`src/rtl/prewitt_frame_sequencer_if.sv`:
```
// Bus bundle between the Prewitt frame sequencer and its frame RAMs,
// window/gradient datapath and shared divider.
interface prewitt_frame_sequencer_if #(
  parameter int ADDR_W = 16
) ();
  // input-frame RAM read port
  logic              in_rd_en;
  logic [ADDR_W-1:0] in_rd_addr;
  logic [7:0]        in_rd_data;
  // raster pixel stream to the window datapath
  logic              px_valid;
  logic [7:0]        px_data;
  logic [ADDR_W-1:0] px_row;
  logic [ADDR_W-1:0] px_col;
  // magnitudes returned by the gradient unit
  logic              mag_valid;
  logic [10:0]       mag;
  // intermediate magnitude RAM
  logic              mid_wr_en;
  logic [ADDR_W-1:0] mid_wr_addr;
  logic [10:0]       mid_wr_data;
  logic              mid_rd_en;
  logic [ADDR_W-1:0] mid_rd_addr;
  logic [10:0]       mid_rd_data;
  // shared divider
  logic              div_req;
  logic [18:0]       div_num;
  logic [10:0]       div_den;
  logic              div_ack;
  logic [7:0]        div_quot;
  // output-frame RAM write port
  logic              out_wr_en;
  logic [ADDR_W-1:0] out_wr_addr;
  logic [7:0]        out_wr_data;

  modport master (
    output in_rd_en, in_rd_addr, px_valid, px_data, px_row, px_col,
           mid_wr_en, mid_wr_addr, mid_wr_data, mid_rd_en, mid_rd_addr,
           div_req, div_num, div_den, out_wr_en, out_wr_addr, out_wr_data,
    input  in_rd_data, mag_valid, mag, mid_rd_data, div_ack, div_quot
  );

  modport slave (
    input  in_rd_en, in_rd_addr, px_valid, px_data, px_row, px_col,
           mid_wr_en, mid_wr_addr, mid_wr_data, mid_rd_en, mid_rd_addr,
           div_req, div_num, div_den, out_wr_en, out_wr_addr, out_wr_data,
    output in_rd_data, mag_valid, mag, mid_rd_data, div_ack, div_quot
  );
endinterface

```
`src/rtl/prewitt_frame_sequencer.sv`:
```
// Two-pass frame controller for Prewitt edge detection: pass 1 streams the
// frame to the gradient datapath and stores magnitudes (border forced to 0)
// while tracking the maximum; pass 2 normalises each magnitude to 0..255.
module prewitt_frame_sequencer #(
  parameter int ROWS   = 242,
  parameter int COLS   = 247,
  parameter int ADDR_W = 16
) (
  input  logic                      clk,
  input  logic                      rst,
  input  logic                      start,
  output logic                      busy,
  output logic                      done,
  output logic [10:0]               max_mag,
  prewitt_frame_sequencer_if.master bus
);
  localparam int                N         = ROWS * COLS;
  localparam logic [ADDR_W-1:0] ZERO_A    = {ADDR_W{1'b0}};
  localparam logic [ADDR_W-1:0] ONE_A     = ADDR_W'(1);
  localparam logic [ADDR_W-1:0] LAST_ADDR = ADDR_W'(N - 1);
  localparam logic [ADDR_W-1:0] LAST_ROW  = ADDR_W'(ROWS - 1);
  localparam logic [ADDR_W-1:0] LAST_COL  = ADDR_W'(COLS - 1);
  // receive counter is one bit wider so it can hold N even when N == 2^ADDR_W
  localparam logic [ADDR_W:0]   N_CNT     = (ADDR_W + 1)'(N);
  localparam logic [ADDR_W:0]   ONE_C     = (ADDR_W + 1)'(1);

  typedef enum logic [2:0] {
    IDLE, P1, P1_DRAIN, P2_RD, P2_DAT, P2_DIV, P2_WR, DONE
  } state_t;

  state_t            state_r;
  logic [ADDR_W-1:0] rd_row_r, rd_col_r;
  logic              rd_pend_r;
  logic [ADDR_W-1:0] pend_row_r, pend_col_r;
  logic [ADDR_W:0]   m_cnt_r;
  logic [ADDR_W-1:0] m_row_r, m_col_r;
  logic              start_ok_s;
  logic              cap_ok_s;
  logic [10:0]       cap_val_s;

  function automatic logic is_border(input logic [ADDR_W-1:0] row,
                                     input logic [ADDR_W-1:0] col);
    return (row == ZERO_A) || (row == LAST_ROW) ||
           (col == ZERO_A) || (col == LAST_COL);
  endfunction

  assign start_ok_s = (state_r == IDLE) && start;
  assign cap_ok_s   = ((state_r == P1) || (state_r == P1_DRAIN)) &&
                      bus.mag_valid && (m_cnt_r != N_CNT);

  // value stored for the current magnitude beat: border pixels become 0
  always_comb begin
    cap_val_s = 11'd0;
    if (is_border(m_row_r, m_col_r)) begin
      cap_val_s = 11'd0;
    end else begin
      cap_val_s = bus.mag;
    end
  end

  // main sequencer: pass-1 read addressing, pass-2 read/divide/write, status
  always_ff @(posedge clk) begin
    if (rst) begin
      state_r         <= IDLE;
      busy            <= 1'b0;
      done            <= 1'b0;
      rd_row_r        <= ZERO_A;
      rd_col_r        <= ZERO_A;
      bus.in_rd_en    <= 1'b0;
      bus.in_rd_addr  <= ZERO_A;
      bus.mid_rd_en   <= 1'b0;
      bus.mid_rd_addr <= ZERO_A;
      bus.div_req     <= 1'b0;
      bus.div_num     <= 19'd0;
      bus.div_den     <= 11'd0;
      bus.out_wr_en   <= 1'b0;
      bus.out_wr_addr <= ZERO_A;
      bus.out_wr_data <= 8'd0;
    end else begin
      case (state_r)
        IDLE: begin
          done <= 1'b0;
          if (start) begin
            state_r        <= P1;
            busy           <= 1'b1;
            bus.in_rd_en   <= 1'b1;
            bus.in_rd_addr <= ZERO_A;
            rd_row_r       <= ZERO_A;
            rd_col_r       <= ZERO_A;
          end
        end
        P1: begin
          if (bus.in_rd_addr == LAST_ADDR) begin
            bus.in_rd_en <= 1'b0;
            state_r      <= P1_DRAIN;
          end else begin
            bus.in_rd_addr <= bus.in_rd_addr + ONE_A;
            if (rd_col_r == LAST_COL) begin
              rd_col_r <= ZERO_A;
              rd_row_r <= rd_row_r + ONE_A;
            end else begin
              rd_col_r <= rd_col_r + ONE_A;
            end
          end
        end
        P1_DRAIN: begin
          if (m_cnt_r == N_CNT) begin
            state_r         <= P2_RD;
            bus.mid_rd_en   <= 1'b1;
            bus.mid_rd_addr <= ZERO_A;
          end
        end
        P2_RD: begin
          bus.mid_rd_en <= 1'b0;
          state_r       <= P2_DAT;
        end
        P2_DAT: begin
          if ((bus.mid_rd_data == 11'd0) || (max_mag == 11'd0)) begin
            bus.out_wr_en   <= 1'b1;
            bus.out_wr_addr <= bus.mid_rd_addr;
            bus.out_wr_data <= 8'd0;
            state_r         <= P2_WR;
          end else begin
            bus.div_req <= 1'b1;
            bus.div_num <= 19'(bus.mid_rd_data) * 19'd255;
            bus.div_den <= max_mag;
            state_r     <= P2_DIV;
          end
        end
        P2_DIV: begin
          if (bus.div_ack) begin
            bus.div_req     <= 1'b0;
            bus.out_wr_en   <= 1'b1;
            bus.out_wr_addr <= bus.mid_rd_addr;
            bus.out_wr_data <= bus.div_quot;
            state_r         <= P2_WR;
          end
        end
        P2_WR: begin
          bus.out_wr_en <= 1'b0;
          if (bus.mid_rd_addr == LAST_ADDR) begin
            state_r <= DONE;
            done    <= 1'b1;
            busy    <= 1'b0;
          end else begin
            bus.mid_rd_addr <= bus.mid_rd_addr + ONE_A;
            bus.mid_rd_en   <= 1'b1;
            state_r         <= P2_RD;
          end
        end
        DONE: begin
          done    <= 1'b0;
          state_r <= IDLE;
        end
        default: begin
          state_r <= IDLE;
        end
      endcase
    end
  end

  // pixel stream: two register stages so row/col line up with RAM read data
  always_ff @(posedge clk) begin
    if (rst) begin
      rd_pend_r    <= 1'b0;
      pend_row_r   <= ZERO_A;
      pend_col_r   <= ZERO_A;
      bus.px_valid <= 1'b0;
      bus.px_data  <= 8'd0;
      bus.px_row   <= ZERO_A;
      bus.px_col   <= ZERO_A;
    end else begin
      rd_pend_r    <= bus.in_rd_en;
      pend_row_r   <= rd_row_r;
      pend_col_r   <= rd_col_r;
      bus.px_valid <= rd_pend_r;
      if (rd_pend_r) begin
        bus.px_data <= bus.in_rd_data;
        bus.px_row  <= pend_row_r;
        bus.px_col  <= pend_col_r;
      end
    end
  end

  // magnitude capture into the intermediate RAM and running frame maximum
  always_ff @(posedge clk) begin
    if (rst) begin
      m_cnt_r         <= {(ADDR_W + 1){1'b0}};
      m_row_r         <= ZERO_A;
      m_col_r         <= ZERO_A;
      max_mag         <= 11'd0;
      bus.mid_wr_en   <= 1'b0;
      bus.mid_wr_addr <= ZERO_A;
      bus.mid_wr_data <= 11'd0;
    end else begin
      bus.mid_wr_en <= 1'b0;
      if (start_ok_s) begin
        m_cnt_r <= {(ADDR_W + 1){1'b0}};
        m_row_r <= ZERO_A;
        m_col_r <= ZERO_A;
        max_mag <= 11'd0;
      end else if (cap_ok_s) begin
        bus.mid_wr_en   <= 1'b1;
        bus.mid_wr_addr <= m_cnt_r[ADDR_W-1:0];
        bus.mid_wr_data <= cap_val_s;
        if (cap_val_s > max_mag) begin
          max_mag <= cap_val_s;
        end
        m_cnt_r <= m_cnt_r + ONE_C;
        if (m_col_r == LAST_COL) begin
          m_col_r <= ZERO_A;
          m_row_r <= m_row_r + ONE_A;
        end else begin
          m_col_r <= m_col_r + ONE_A;
        end
      end
    end
  end
endmodule

```
`src/flat_wrapper.sv`:
```
// flat-port wrapper written by rule: the top's interface ports become plain ports
module prewitt_frame_sequencer_flat 
#(
  parameter int ROWS   = 242,
  parameter int COLS   = 247,
  parameter int ADDR_W = 16
)
  (clk, rst, start, busy, done, max_mag, bus_in_rd_en, bus_in_rd_addr, bus_px_valid, bus_px_data, bus_px_row, bus_px_col, bus_mid_wr_en, bus_mid_wr_addr, bus_mid_wr_data, bus_mid_rd_en, bus_mid_rd_addr, bus_div_req, bus_div_num, bus_div_den, bus_out_wr_en, bus_out_wr_addr, bus_out_wr_data, bus_in_rd_data, bus_mag_valid, bus_mag, bus_mid_rd_data, bus_div_ack, bus_div_quot);
  prewitt_frame_sequencer_if #(.ADDR_W(ADDR_W)) bus_i ();
  input  logic clk;
  input  logic rst;
  input  logic start;
  output logic busy;
  output logic done;
  output logic [10:0] max_mag;
  output wire logic [$bits(bus_i.in_rd_en)-1:0] bus_in_rd_en;
  output wire logic [$bits(bus_i.in_rd_addr)-1:0] bus_in_rd_addr;
  output wire logic [$bits(bus_i.px_valid)-1:0] bus_px_valid;
  output wire logic [$bits(bus_i.px_data)-1:0] bus_px_data;
  output wire logic [$bits(bus_i.px_row)-1:0] bus_px_row;
  output wire logic [$bits(bus_i.px_col)-1:0] bus_px_col;
  output wire logic [$bits(bus_i.mid_wr_en)-1:0] bus_mid_wr_en;
  output wire logic [$bits(bus_i.mid_wr_addr)-1:0] bus_mid_wr_addr;
  output wire logic [$bits(bus_i.mid_wr_data)-1:0] bus_mid_wr_data;
  output wire logic [$bits(bus_i.mid_rd_en)-1:0] bus_mid_rd_en;
  output wire logic [$bits(bus_i.mid_rd_addr)-1:0] bus_mid_rd_addr;
  output wire logic [$bits(bus_i.div_req)-1:0] bus_div_req;
  output wire logic [$bits(bus_i.div_num)-1:0] bus_div_num;
  output wire logic [$bits(bus_i.div_den)-1:0] bus_div_den;
  output wire logic [$bits(bus_i.out_wr_en)-1:0] bus_out_wr_en;
  output wire logic [$bits(bus_i.out_wr_addr)-1:0] bus_out_wr_addr;
  output wire logic [$bits(bus_i.out_wr_data)-1:0] bus_out_wr_data;
  input wire logic [$bits(bus_i.in_rd_data)-1:0] bus_in_rd_data;
  input wire logic [$bits(bus_i.mag_valid)-1:0] bus_mag_valid;
  input wire logic [$bits(bus_i.mag)-1:0] bus_mag;
  input wire logic [$bits(bus_i.mid_rd_data)-1:0] bus_mid_rd_data;
  input wire logic [$bits(bus_i.div_ack)-1:0] bus_div_ack;
  input wire logic [$bits(bus_i.div_quot)-1:0] bus_div_quot;
  assign bus_in_rd_en = bus_i.in_rd_en;
  assign bus_in_rd_addr = bus_i.in_rd_addr;
  assign bus_px_valid = bus_i.px_valid;
  assign bus_px_data = bus_i.px_data;
  assign bus_px_row = bus_i.px_row;
  assign bus_px_col = bus_i.px_col;
  assign bus_mid_wr_en = bus_i.mid_wr_en;
  assign bus_mid_wr_addr = bus_i.mid_wr_addr;
  assign bus_mid_wr_data = bus_i.mid_wr_data;
  assign bus_mid_rd_en = bus_i.mid_rd_en;
  assign bus_mid_rd_addr = bus_i.mid_rd_addr;
  assign bus_div_req = bus_i.div_req;
  assign bus_div_num = bus_i.div_num;
  assign bus_div_den = bus_i.div_den;
  assign bus_out_wr_en = bus_i.out_wr_en;
  assign bus_out_wr_addr = bus_i.out_wr_addr;
  assign bus_out_wr_data = bus_i.out_wr_data;
  assign bus_i.in_rd_data = bus_in_rd_data;
  assign bus_i.mag_valid = bus_mag_valid;
  assign bus_i.mag = bus_mag;
  assign bus_i.mid_rd_data = bus_mid_rd_data;
  assign bus_i.div_ack = bus_div_ack;
  assign bus_i.div_quot = bus_div_quot;
  prewitt_frame_sequencer #(.ROWS(ROWS), .COLS(COLS), .ADDR_W(ADDR_W)) u_core (.clk(clk), .rst(rst), .start(start), .busy(busy), .done(done), .max_mag(max_mag), .bus(bus_i));
endmodule
```
`config.mk`:
```
export PLATFORM = sky130hd
export DESIGN_NAME = prewitt_frame_sequencer_flat
export DESIGN_NICKNAME = d
export VERILOG_FILES = /design/src/rtl/prewitt_frame_sequencer_if.sv /design/src/rtl/prewitt_frame_sequencer.sv /design/src/flat_wrapper.sv
export SDC_FILE = /design/constraint.sdc
export NUM_CORES = 1
export LEC_CHECK = 0
export BUFFER_PORTS_ARGS = -buffer_cell sky130_fd_sc_hd__buf_2
export CORE_AREA = 2 2 223 225
export DETAILED_ROUTE_END_ITERATION = 12
export DIE_AREA = 0 0 225 227
export GPL_TIMING_DRIVEN = 0
export PLACE_DENSITY_LB_ADDON = 0.08
export REMOVE_ABC_BUFFERS = 1
export SYNTH_ARGS = -nofsm -noshare
export SYNTH_HDL_FRONTEND = slang
export SYNTH_SLANG_ARGS = --single-unit
```
`constraint.sdc`:
```
create_clock -name clk -period 6.5 [get_ports clk]
set_input_delay 0.65 -clock clk [delete_from_list [all_inputs] [get_ports clk]]
set_output_delay 0.65 -clock clk [all_outputs]
set_load 0.01 [all_outputs]
```
==> out/metrics.cfg, run 1 <==
[synthesis]
ys_seq_elements = 289
netlist_area_sq_mm = 0.0145
yosys.area.top_type = dfxtp_1
synth_edf_count = 0
seq_area_frac_synth_pct = 40.0
syn_inst = 1627
yosysMostFrequentCell = dfxtp_1
synth_async_sr_flop_share_pct = 0
yosysWarnings = 0
ys.flop_type = dfxtp_1
yosysUniqueCellTypes = 75
yosys-top-cells-area = dfxtp_1 40%, fa_1 6.2%, ha_1 6.0%
syn_avg_cell_area_sq_um = 8.88
synth_top_area_share_pct = 40.0
synth_commonest_cells = 289 x dfxtp_1, 191 x nor2_1, 187 x nand2_1

[clock_network]
cts_buffers = 37
path_clk_slew_ns = 0.05
cts_tree = done
clockBufferDepth = 3
cts_resized = 0
clock-root-buffer = clkbuf_16
ctsHoldBuffers = 0
post-cts-setup-buffers = 0
insertion_delay_ns = 0.55
cts_sinks = 289
htree_levels = 2

[global_routing]
antenna_found_initial = 3
grt_overflow_total = 0
first_global_vias = 11500
grtUsageTotal_pct = 15.3
grt_max_degree = 112
grt_pass1_wl_um = 62800

[worst_setup_path]
path_delay_family = adder cells
crit_path_end = u_core.bus.div_num[17]$_SDFFE_PP0P_
worst_setup_path_start_kind = input pin
critPathKind = in2reg
cp_slowest_cell = a2111oi_0
critPathBufInv = 5
r2r_setup_slack_ns = 2.25
slowest_delay_ns = 0.85
cp_max_fo = 6
crit_start = bus_mid_rd_data[0]
worst-path-stages = 15
r2r_end = u_core.max_mag[7]$_SDFFE_PP0P_
arrival_ns = 5.56
r2r_start = u_core.m_col_r[0]$_SDFFE_PP0P_
crit_required_ns = 6.97
cp-end-kind = register
crit_chain = buf_2 -> inv_1 -> fa_1 -> inv_1 -> fa_1 -> inv_1 -> fa_1 -> fa_1 -> inv_1 -> ha_1 -> o2111ai_1 -> a2111oi_0 -> o2111ai_1 -> a2111oi_0 -> a311o_1
r2r_cells = 13

[pwr]
leakage_uw = 0.00735
peakVddDrop_mv = 0.182
power_density_mw_per_mm2 = 330

[floorplanning]
core_region_area_sq_mm = 0.0485
chipWidth_um = 225
dieHeight_um = 227
io_pins = 215
rows = 81
initial_core_util_pct = 29.8
fp.dieArea_sq_mm = 0.0511

[cells_and_area]
area_delta_synth_final_pct = 19.8
n_antenna_cell = 0
drive_gt1_share_pct = 16.9
fin_nets = 1959
instances_no_fill = 2445
fin_area_sq_mm = 0.0173

[timing]
finalMaxSlewViolations = 0
report.final.hold_viol_count = 0
timing.hold.ws_ns = 0.347
min_period_over_period_pct = 78.3
skew_ns = 0.0180
rsz0062_at_grt = false
finalSetupViolations = 0
final.min_clock_period_ns = 5.09
slew_headroom_pct = 12.5
tns_ns = 0
fmax_ghz = 0.197
worst_slew_pin_slew_ns = 1.30

[drt]
drt_pre_antenna_iters = 6
drt-vias-per-instance = 4.76
drt_iter0_drc = 466
wl_um = 38700
antenna_left = 0
drc = 0
num_vias = 11600
wl_per_cell_um = 15.8

[run_status]
status = finished, final reports clean

[placement]
post-dp-hpwl_um = 27400
finalWeightedCongestion = 0.787
placed_area_sq_mm = 0.0162
place_inst = 2385
numPortBuffers = 214

[hold_path]
worstHoldPathCells = 3
min_path_type = in2reg

[flow_run]
cap_violations = 0

## cell usage in the layout, fill, tap and decap left out, types with 13 or more instances in the layout
cell type and count:
nand4_1 36, nand2_1 186, dfxtp_1 288, nor2_1 190
nor4_1 16, xor2_1 48, inv_1 108, xnor2_1 39
and2_1 20, nor3_1 16, nand3_1 46, nor2b_1 37
a211oi_1 13, mux2i_1 69, o211ai_1 13, fa_1 45
ha_1 69, and3_1 28, buf_2 213, a21oi_1 107
o21ai_0 21, clkbuf_16 37
## how the worst min path moves through the flow
stage | slack (ns) | startpoint | endpoint
CTS | 0.31 | bus_in_rd_data[7] | u_core.bus.px_data[7]$_SDFFE_PP0P_
finish | 0.35 | bus_in_rd_data[3] | u_core.bus.px_data[3]$_SDFFE_PP0P_
detailed placement | 0.44 | u_core.bus.out_wr_data[2]$_SDFFE_PP0P_ | u_core.bus.out_wr_data[2]$_SDFFE_PP0P_
global placement | 0.44 | u_core.bus.out_wr_data[1]$_SDFFE_PP0P_ | u_core.bus.out_wr_data[1]$_SDFFE_PP0P_
global route | 0.33 | bus_in_rd_data[0] | u_core.bus.px_data[0]$_SDFFE_PP0P_
floorplan | 0.44 | u_core.rd_row_r[15]$_SDFFE_PP0P_ | u_core.rd_row_r[15]$_SDFFE_PP0P_
## power breakdown
part	total [uW]	switching [uW]	internal, uW
logic	1840	1180	668
registers	1910	92.1	1820
clock network	1950	784	1170
## logic make-up after synthesis
group / Yosys count / share of synthesized area (%)
DFF: 289 / 40.0
adders and majority gates: 114 / 12.2
xor gates and xnor gates: 87 / 5.27
muxes: 69 / 4.78
and+or+nand+nor: 632 / 21.3
buffers and inverters: 198 / 5.51
AOI/OAI and AO/OA: 238 / 11.0
## per-layer routing
layer,track usage (%),vias to the layer above,share of wire [%]
met4,4.59,6,2.1
met2,24.8,187,45
met1,20.4,5490,48
met5,0,-,0.10
li1,-,5897,-
met3,3.46,57,4.9
## state kept, by name, indices dropped and copies added (netlist names), 3 cells and up
register                flops
u_core.bus.out_wr_addr     16
u_core.pend_row_r          16
u_core.max_mag             11
u_core.bus.in_rd_addr      16
u_core.bus.out_wr_data      8
u_core.m_col_r             16
u_core.bus.px_col          16
u_core.state_r              3
u_core.bus.mid_wr_data     11
u_core.bus.px_row          16
u_core.bus.mid_wr_addr     16
u_core.pend_col_r          16
u_core.rd_row_r            16
u_core.bus.div_num         19
u_core.bus.div_den         11
u_core.rd_col_r            16
u_core.m_cnt_r             17
u_core.bus.px_data          8
u_core.bus.mid_rd_addr     16
u_core.m_row_r             16
## through the flow
stage	setup slack [ns]	power, uW	utilization (%)
floorplan	1.78	3220	-
global placement	-1.48	3750	32.8
detailed placement	0.935	3820	33.3
CTS	1.50	5840	35.7
global route	1.21	6150	35.7
finish	1.41	5710	35.7
## worst register-to-register path, cell delays in order (launching register included)
cell     delay (ns)
dfxtp_1        0.38
inv_1          0.08
ha_1           0.20
nor4b_1        0.14
a22oi_1        0.27
o22a_1         0.56
and2_1         0.31
ha_1           0.27
and3_1         0.20
a221o_1        0.36
nand2_1        0.07
nand3_1        0.06
o21ai_1        1.00
mux2i_1        0.29
## layout make-up
cell class              instances  area [sq um]
multi-input cells            1140          7910
clock buffers                  49          1010
clock inverters                11           116
fillers                      5111         31200
well taps                     622           778
flip-flops and latches        289          5790
inverters                     109           409
repair buffers                225          1300
Power figures use the tool's default switching activity.
==> run 2, diff against run 1 <==
Clock period 6.5 ns to 4.1 ns, I/O delays scaled along.
==> out/metrics.cfg, run 2 (synthesis gave the netlist of run 1 again) <==
[run_status]
status = finished, final reports clean  ; unchanged

[drt]
drt_iter0_drc = 489  ; was 466
wl_um = 38800  ; was 38,700 um
num_vias = 11600  ; about the same
drt_pre_antenna_iters = 4  ; was 6
wl_per_cell_um = 15.9  ; was 15.8 um
route.met2.wl_um = 17700  ; was 17,500 um
dr_wl_met3_um = 1860  ; was 1880 um
top_layer = met5  ; unchanged
drt-vias-per-instance = 4.75  ; was 4.76
drc = 0  ; unchanged
wl_met1_um = 18300  ; was 18,400 um
antenna_left = 0  ; unchanged

[timing]
report.final.hold_viol_count = 0  ; unchanged
tns_ns = 0  ; unchanged
worst_slew_pin_slew_ns = 1.28  ; was 1.30 ns
fmax_ghz = 0.245
rsz0062_at_grt = true  ; was false
min_period_over_period_pct = 99.4
finalMaxSlewViolations = 0  ; unchanged
setup_ws_ns = 0.0264  ; was 1.41 ns
skew_ns = 0.0186  ; was 0.0180 ns
final.min_clock_period_ns = 4.07
finalSetupViolations = 0  ; unchanged
slew_headroom_pct = 14.1  ; was 12.5%

[floorplanning]
chipWidth_um = 225  ; unchanged
initial_core_util_pct = 29.8  ; unchanged
fp.dieArea_sq_mm = 0.0511  ; unchanged
dieHeight_um = 227  ; unchanged
io_pins = 215  ; unchanged
rows = 81  ; unchanged
core_region_area_sq_mm = 0.0485  ; unchanged

[placement]
place_inst = 2385  ; unchanged
numPortBuffers = 214  ; unchanged
post-dp-hpwl_um = 27400  ; unchanged
dp_worst_setup_slack_ns = -1.23  ; was 0.935 ns
finalWeightedCongestion = 0.787  ; unchanged
placed_area_sq_mm = 0.0162  ; unchanged

[cells_and_area]
fin_util_pct = 36.0  ; was 35.7%
instances_no_fill = 2446  ; was 2,445
n_fill_cell = 5093  ; was 5,111
largest_register_ffs = 19  ; unchanged
largest-register = u_core.bus.div_num  ; unchanged
fin_nets = 1960  ; was 1,959
largest_registers = u_core.bus.div_num x19, u_core.m_cnt_r x17  ; unchanged
area_delta_synth_final_pct = 20.9  ; was 19.8%
final_common_cell = dfxtp_1  ; unchanged
layout_common_cells = 287 x dfxtp_1, 206 x buf_2, 190 x nor2_1, 186 x nand2_1, 105 x a21oi_1  ; was 288 x dfxtp_1, 213 x buf_2, 190 x nor2_1, 186 x nand2_1, 108 x inv_1
n_antenna_cell = 0  ; unchanged
fin_area_sq_mm = 0.0175  ; was 0.0173 sq mm
drive_gt1_share_pct = 18.2  ; was 16.9%

[clock_network]
clockBufferDepth = 3  ; unchanged
cts_sinks = 289  ; unchanged
cts_tree = done  ; unchanged
ctsHoldBuffers = 0  ; unchanged
path_clk_slew_ns = 0.05  ; about the same
cts_buffers = 37  ; unchanged
htree_levels = 2  ; unchanged
insertion_delay_ns = 0.55  ; about the same
clock-root-buffer = clkbuf_16  ; unchanged

[global_routing]
grt_max_degree = 112  ; unchanged
first_global_vias = 11500  ; about the same
antenna_found_initial = 3  ; unchanged
grt_overflow_total = 0  ; unchanged
grt_pass1_wl_um = 63000  ; was 62,800 um
grtUsageTotal_pct = 15.3  ; about the same

[hold_path]
min_path_type = in2reg  ; unchanged
worstHoldPathCells = 3  ; unchanged

[pwr]
peakVddDrop_mv = 0.304  ; was 0.182 mV
leakage_uw = 0.00735  ; about the same
internal_power_uw = 5920  ; was 3660 uW
power_density_mw_per_mm2 = 533  ; was 330 mW/mm^2
swShare_pct = 36.4  ; was 36.0%
power.share.sequential_pct = 32.6  ; was 33.5%
clockPowerShare_pct = 33.2  ; was 34.2%
power_frac_comb_pct = 34.2  ; was 32.3%
power.switching_uw = 3390  ; was 2050 uW

[worst_setup_path]
cp_max_fo = 6  ; unchanged
r2r_cells = 7  ; was 13
arrival_ns = 4.49  ; was 5.56 ns
cp-end-kind = register  ; unchanged
crit_required_ns = 4.51  ; was 6.97 ns
worst_setup_path_start_kind = input pin  ; unchanged
critPathKind = in2reg  ; unchanged

[flow_run]
cap_violations = 0  ; unchanged

[run 2: power by group through the flow]
stage	clock network, uW	registers [uW]	logic (uW)
floorplan	0	3080	2020
global placement	0	3120	2830
detailed placement	0	3090	2960
CTS	3240	3030	3070
global route	3340	3050	3640
finish	3090	3030	3180
[run 2: final cells by class]
type | count | area [sq um] | area share, %
clock buffers | 49 | 1010 | 5.78
clock inverters | 11 | 116 | 0.666
inverters | 109 | 409 | 2.34
multi-input cells | 1140 | 8050 | 46.0
flip-flops and latches | 289 | 5790 | 33.1
well taps | 622 | 778 | 4.45
repair buffers | 226 | 1330 | 7.60
[run 2: what timing repair did]
action,CTS,global route
setup buffers,0,1
pin swaps,2,17
gates resized for setup,8,37
endpoints found under the setup margin,16,24
[run 2: final timing paths]
path                                          startpoint                                      to  slack [ns]
setup / recovery                      bus_mid_rd_data[0]     u_core.bus.div_num[17]$_SDFFE_PP0P_        0.03
setup reg to reg          u_core.state_r[2]$_SDFFE_PP0P_     u_core.bus.div_num[15]$_SDFFE_PP0P_        0.33
hold / removal                         bus_in_rd_data[3]      u_core.bus.px_data[3]$_SDFFE_PP0P_        0.11
hold reg to reg   u_core.bus.mid_wr_data[4]$_SDFFE_PP0P_  u_core.bus.mid_wr_data[4]$_SDFFE_PP0P_        0.45
[run 2: layer usage]
layer	vias up	global-route usage [%]
met1	5486	20.4
met5	-	0
met3	57	3.46
met4	6	4.59
li1	5899	-
met2	182	24.9
[run 2: worst max-delay path: stages]
cell and delay, ns:
buf_6 0.10, inv_2 0.05, fa_2 0.56, inv_2 0.07, fa_2 0.56, inv_1 0.05, fa_1 0.45, fa_1 0.49
inv_1 0.06, ha_4 0.31, a21o_1 0.18, a21oi_4 0.09, a2111oi_4 0.38, o2111ai_2 0.22, and3_1 0.22, a311o_1 0.31
[run 2: through the flow]
stage          total power [uW]  hold slack [ns]
6_report                   9310            0.107
3_5_place_dp               6060            0.445
3_3_place_gp               5950            0.437
5_1_grt                   10000           0.0947
4_1_cts                    9340           0.0703
2_1_floorplan              5110            0.439
==> run 3, diff against run 2 <==
Settings changed: PLACE_DENSITY_LB_ADDON 0.08 to not set.
==> out/metrics.cfg, run 3 (synthesis gave the netlist of run 1 again) <==
[run_status]
status = finished, final reports clean  ; unchanged

[global_routing]
grt_max_degree = 114  ; was 112
grtUsageTotal_pct = 14.3  ; was 15.3%
antenna_found_initial = 2  ; was 3
first_global_vias = 11600  ; was 11,500
grt_overflow_total = 0  ; unchanged
grt_pass1_wl_um = 59600  ; was 63,000 um

[cells_and_area]
largest_registers = u_core.bus.div_num x19, u_core.m_cnt_r x17  ; unchanged
area_delta_synth_final_pct = 21.9  ; was 20.9%
n_antenna_cell = 0  ; unchanged
drive_gt1_share_pct = 18.8  ; was 18.2%
largest-register = u_core.bus.div_num  ; unchanged
largest_register_ffs = 19  ; unchanged
fin_nets = 1965  ; was 1,960
n_fill_cell = 4917  ; was 5,093
fin_util_pct = 36.3  ; was 36.0%
layout_common_cells = 288 x dfxtp_1, 206 x buf_2, 189 x nor2_1, 186 x nand2_1, 105 x a21oi_1  ; was 287 x dfxtp_1, 206 x buf_2, 190 x nor2_1, 186 x nand2_1, 105 x a21oi_1
final_common_cell = dfxtp_1  ; unchanged

[worst_setup_path]
r2r_end = u_core.max_mag[10]$_SDFFE_PP0P_  ; was u_core.bus.div_num[15]$_SDFFE_PP0P_
crit_start = bus_mid_rd_data[1]  ; was bus_mid_rd_data[0]
crit_chain = buf_6 -> inv_2 -> fa_1 -> inv_2 -> fa_1 -> inv_2 -> fa_1 -> fa_1 -> inv_2 -> ha_4 -> a21o_1 -> a21oi_4 -> a2111oi_4 -> buf_4 -> o2111ai_4 -> and3_4 -> a311o_1  ; was buf_6 -> inv_2 -> fa_2 -> inv_2 -> fa_2 -> inv_1 -> fa_1 -> fa_1 -> inv_1 -> ha_4 -> a21o_1 -> a21oi_4 -> a2111oi_4 -> o2111ai_2 -> and3_1 -> a311o_1
crit_required_ns = 4.51  ; about the same
critPathKind = in2reg  ; unchanged
cp_max_fo = 5  ; was 6
worst-path-stages = 17  ; was 16
path_delay_family = adder cells  ; unchanged
r2r_cells = 13  ; was 7
cp-end-kind = register  ; unchanged
r2r_start = u_core.m_col_r[0]$_SDFFE_PP0P_  ; was u_core.state_r[2]$_SDFFE_PP0P_
arrival_ns = 4.44  ; was 4.49 ns
crit_path_end = u_core.bus.div_num[17]$_SDFFE_PP0P_  ; unchanged
r2r_setup_slack_ns = 0.25  ; was 0.33 ns
critPathBufInv = 6  ; was 5
worst_setup_path_start_kind = input pin  ; unchanged
cp_slowest_cell = fa_1  ; was fa_2
slowest_delay_ns = 0.55  ; was 0.56 ns

[clock_network]
cts_sinks = 289  ; unchanged
clockBufferDepth = 3  ; unchanged
cts_tree = done  ; unchanged
htree_levels = 2  ; unchanged
path_clk_slew_ns = 0.06  ; was 0.05 ns
ctsHoldBuffers = 0  ; unchanged
cts_buffers = 35  ; was 37
clock-root-buffer = clkbuf_16  ; unchanged
insertion_delay_ns = 0.54  ; was 0.55 ns

[drt]
drt_iter0_drc = 586  ; was 489
wl_per_cell_um = 15.2  ; was 15.9 um
drt_pre_antenna_iters = 4  ; unchanged
drc = 0  ; unchanged
antenna_left = 0  ; unchanged
num_vias = 11900  ; was 11,600
drt-vias-per-instance = 4.84  ; was 4.75
wl_um = 37300  ; was 38,800 um

[timing]
tns_ns = 0  ; unchanged
finalSetupViolations = 0  ; unchanged
skew_ns = 0.0210  ; was 0.0186 ns
fmax_ghz = 0.248  ; was 0.245 GHz
slew_headroom_pct = 11.3  ; was 14.1%
final.min_clock_period_ns = 4.03  ; was 4.07 ns
worst_slew_pin_slew_ns = 1.33  ; was 1.28 ns
setup_ws_ns = 0.0695  ; was 0.0264 ns
report.final.hold_viol_count = 0  ; unchanged
min_period_over_period_pct = 98.3  ; was 99.4%
finalMaxSlewViolations = 0  ; unchanged

[hold_path]
min_path_type = in2reg  ; unchanged

[placement]
finalWeightedCongestion = 0.790  ; was 0.787
dp_worst_setup_slack_ns = -1.16  ; was -1.23 ns
post-dp-hpwl_um = 26300  ; was 27,400 um
numPortBuffers = 214  ; unchanged

[flow_run]
cap_violations = 0  ; unchanged

[floorplanning]
core_region_area_sq_mm = 0.0485  ; unchanged
chipWidth_um = 225  ; unchanged
initial_core_util_pct = 29.8  ; unchanged
io_pins = 215  ; unchanged
dieHeight_um = 227  ; unchanged
rows = 81  ; unchanged
fp.dieArea_sq_mm = 0.0511  ; unchanged

[pwr]
peakVddDrop_mv = 0.433  ; was 0.304 mV
power_density_mw_per_mm2 = 547  ; was 533 mW/mm^2
leakage_uw = 0.00739  ; was 0.00735 uW

[run 3: final cells by class]
type / instances / area, sq um / share of cell area [%]
clock buffer: 47 / 961 / 5.45
timing repair buffer: 232 / 1370 / 7.79
multi-input combinational: 1141 / 8080 / 45.8
clock inverter: 15 / 240 / 1.36
inverter: 109 / 409 / 2.32
sequential: 289 / 5790 / 32.8
tap: 622 / 778 / 4.42
[run 3: timing repair]
action                     CTS  global route
buffers inserted             1             8
gates resized for setup      8            44
setup endpoints to repair   16             8
gates cloned                 0             1
pin swaps                    5            18
[run 3: per-layer routing]
layer / wire (um) / vias to the layer above / track usage, %
li1: - / 5909 / -
met1: 17300 / 5658 / 18.3
met2: 17300 / 256 / 23.8
met3: 1970 / 51 / 3.64
met4: 735 / 2 / 4.14
met5: 12 / - / 0
[run 3: where the power goes]
part           switching, uW  internal, uW
clock                   1270          1980
combinational           2070          1290
sequential               142          2880
[run 3: worst min-delay path by stage]
| stage | cells past startpoint | to | slack [ns] | from |
|---|---|---|---|---|
| floorplan | 2 | u_core.rd_row_r[15]$_SDFFE_PP0P_ | 0.44 | u_core.rd_row_r[15]$_SDFFE_PP0P_ |
| finish | 3 | u_core.bus.px_data[2]$_SDFFE_PP0P_ | 0.10 | bus_in_rd_data[2] |
| CTS | 3 | u_core.bus.px_data[2]$_SDFFE_PP0P_ | 0.07 | bus_in_rd_data[2] |
| detailed placement | 2 | u_core.bus.mid_wr_data[10]$_SDFFE_PP0P_ | 0.44 | u_core.bus.mid_wr_data[10]$_SDFFE_PP0P_ |
| global placement | 2 | u_core.bus.out_wr_data[3]$_SDFFE_PP0P_ | 0.44 | u_core.bus.out_wr_data[3]$_SDFFE_PP0P_ |
| global route | 3 | u_core.bus.px_data[4]$_SDFFE_PP0P_ | 0.08 | bus_in_rd_data[4] |
[run 3: tightest hold or removal path, cell delays in order]
cell and delay [ns]:
buf_2 0.07, mux2i_1 0.05, nor2_1 0.07
[run 3: metrics by stage]
step | cells | instance area (sq um) | power [uW] | hold WS [ns]
2_1_floorplan | 1538 | 14100 | 5110 | 0.439
3_3_place_gp | 2374 | 15900 | 5850 | 0.439
3_5_place_dp | 2383 | 16200 | 5980 | 0.444
4_1_cts | 2446 | 17400 | 9390 | 0.0684
5_1_grt | 2455 | 17600 | 10300 | 0.0811
6_report | 2455 | 17600 | 9650 | 0.101
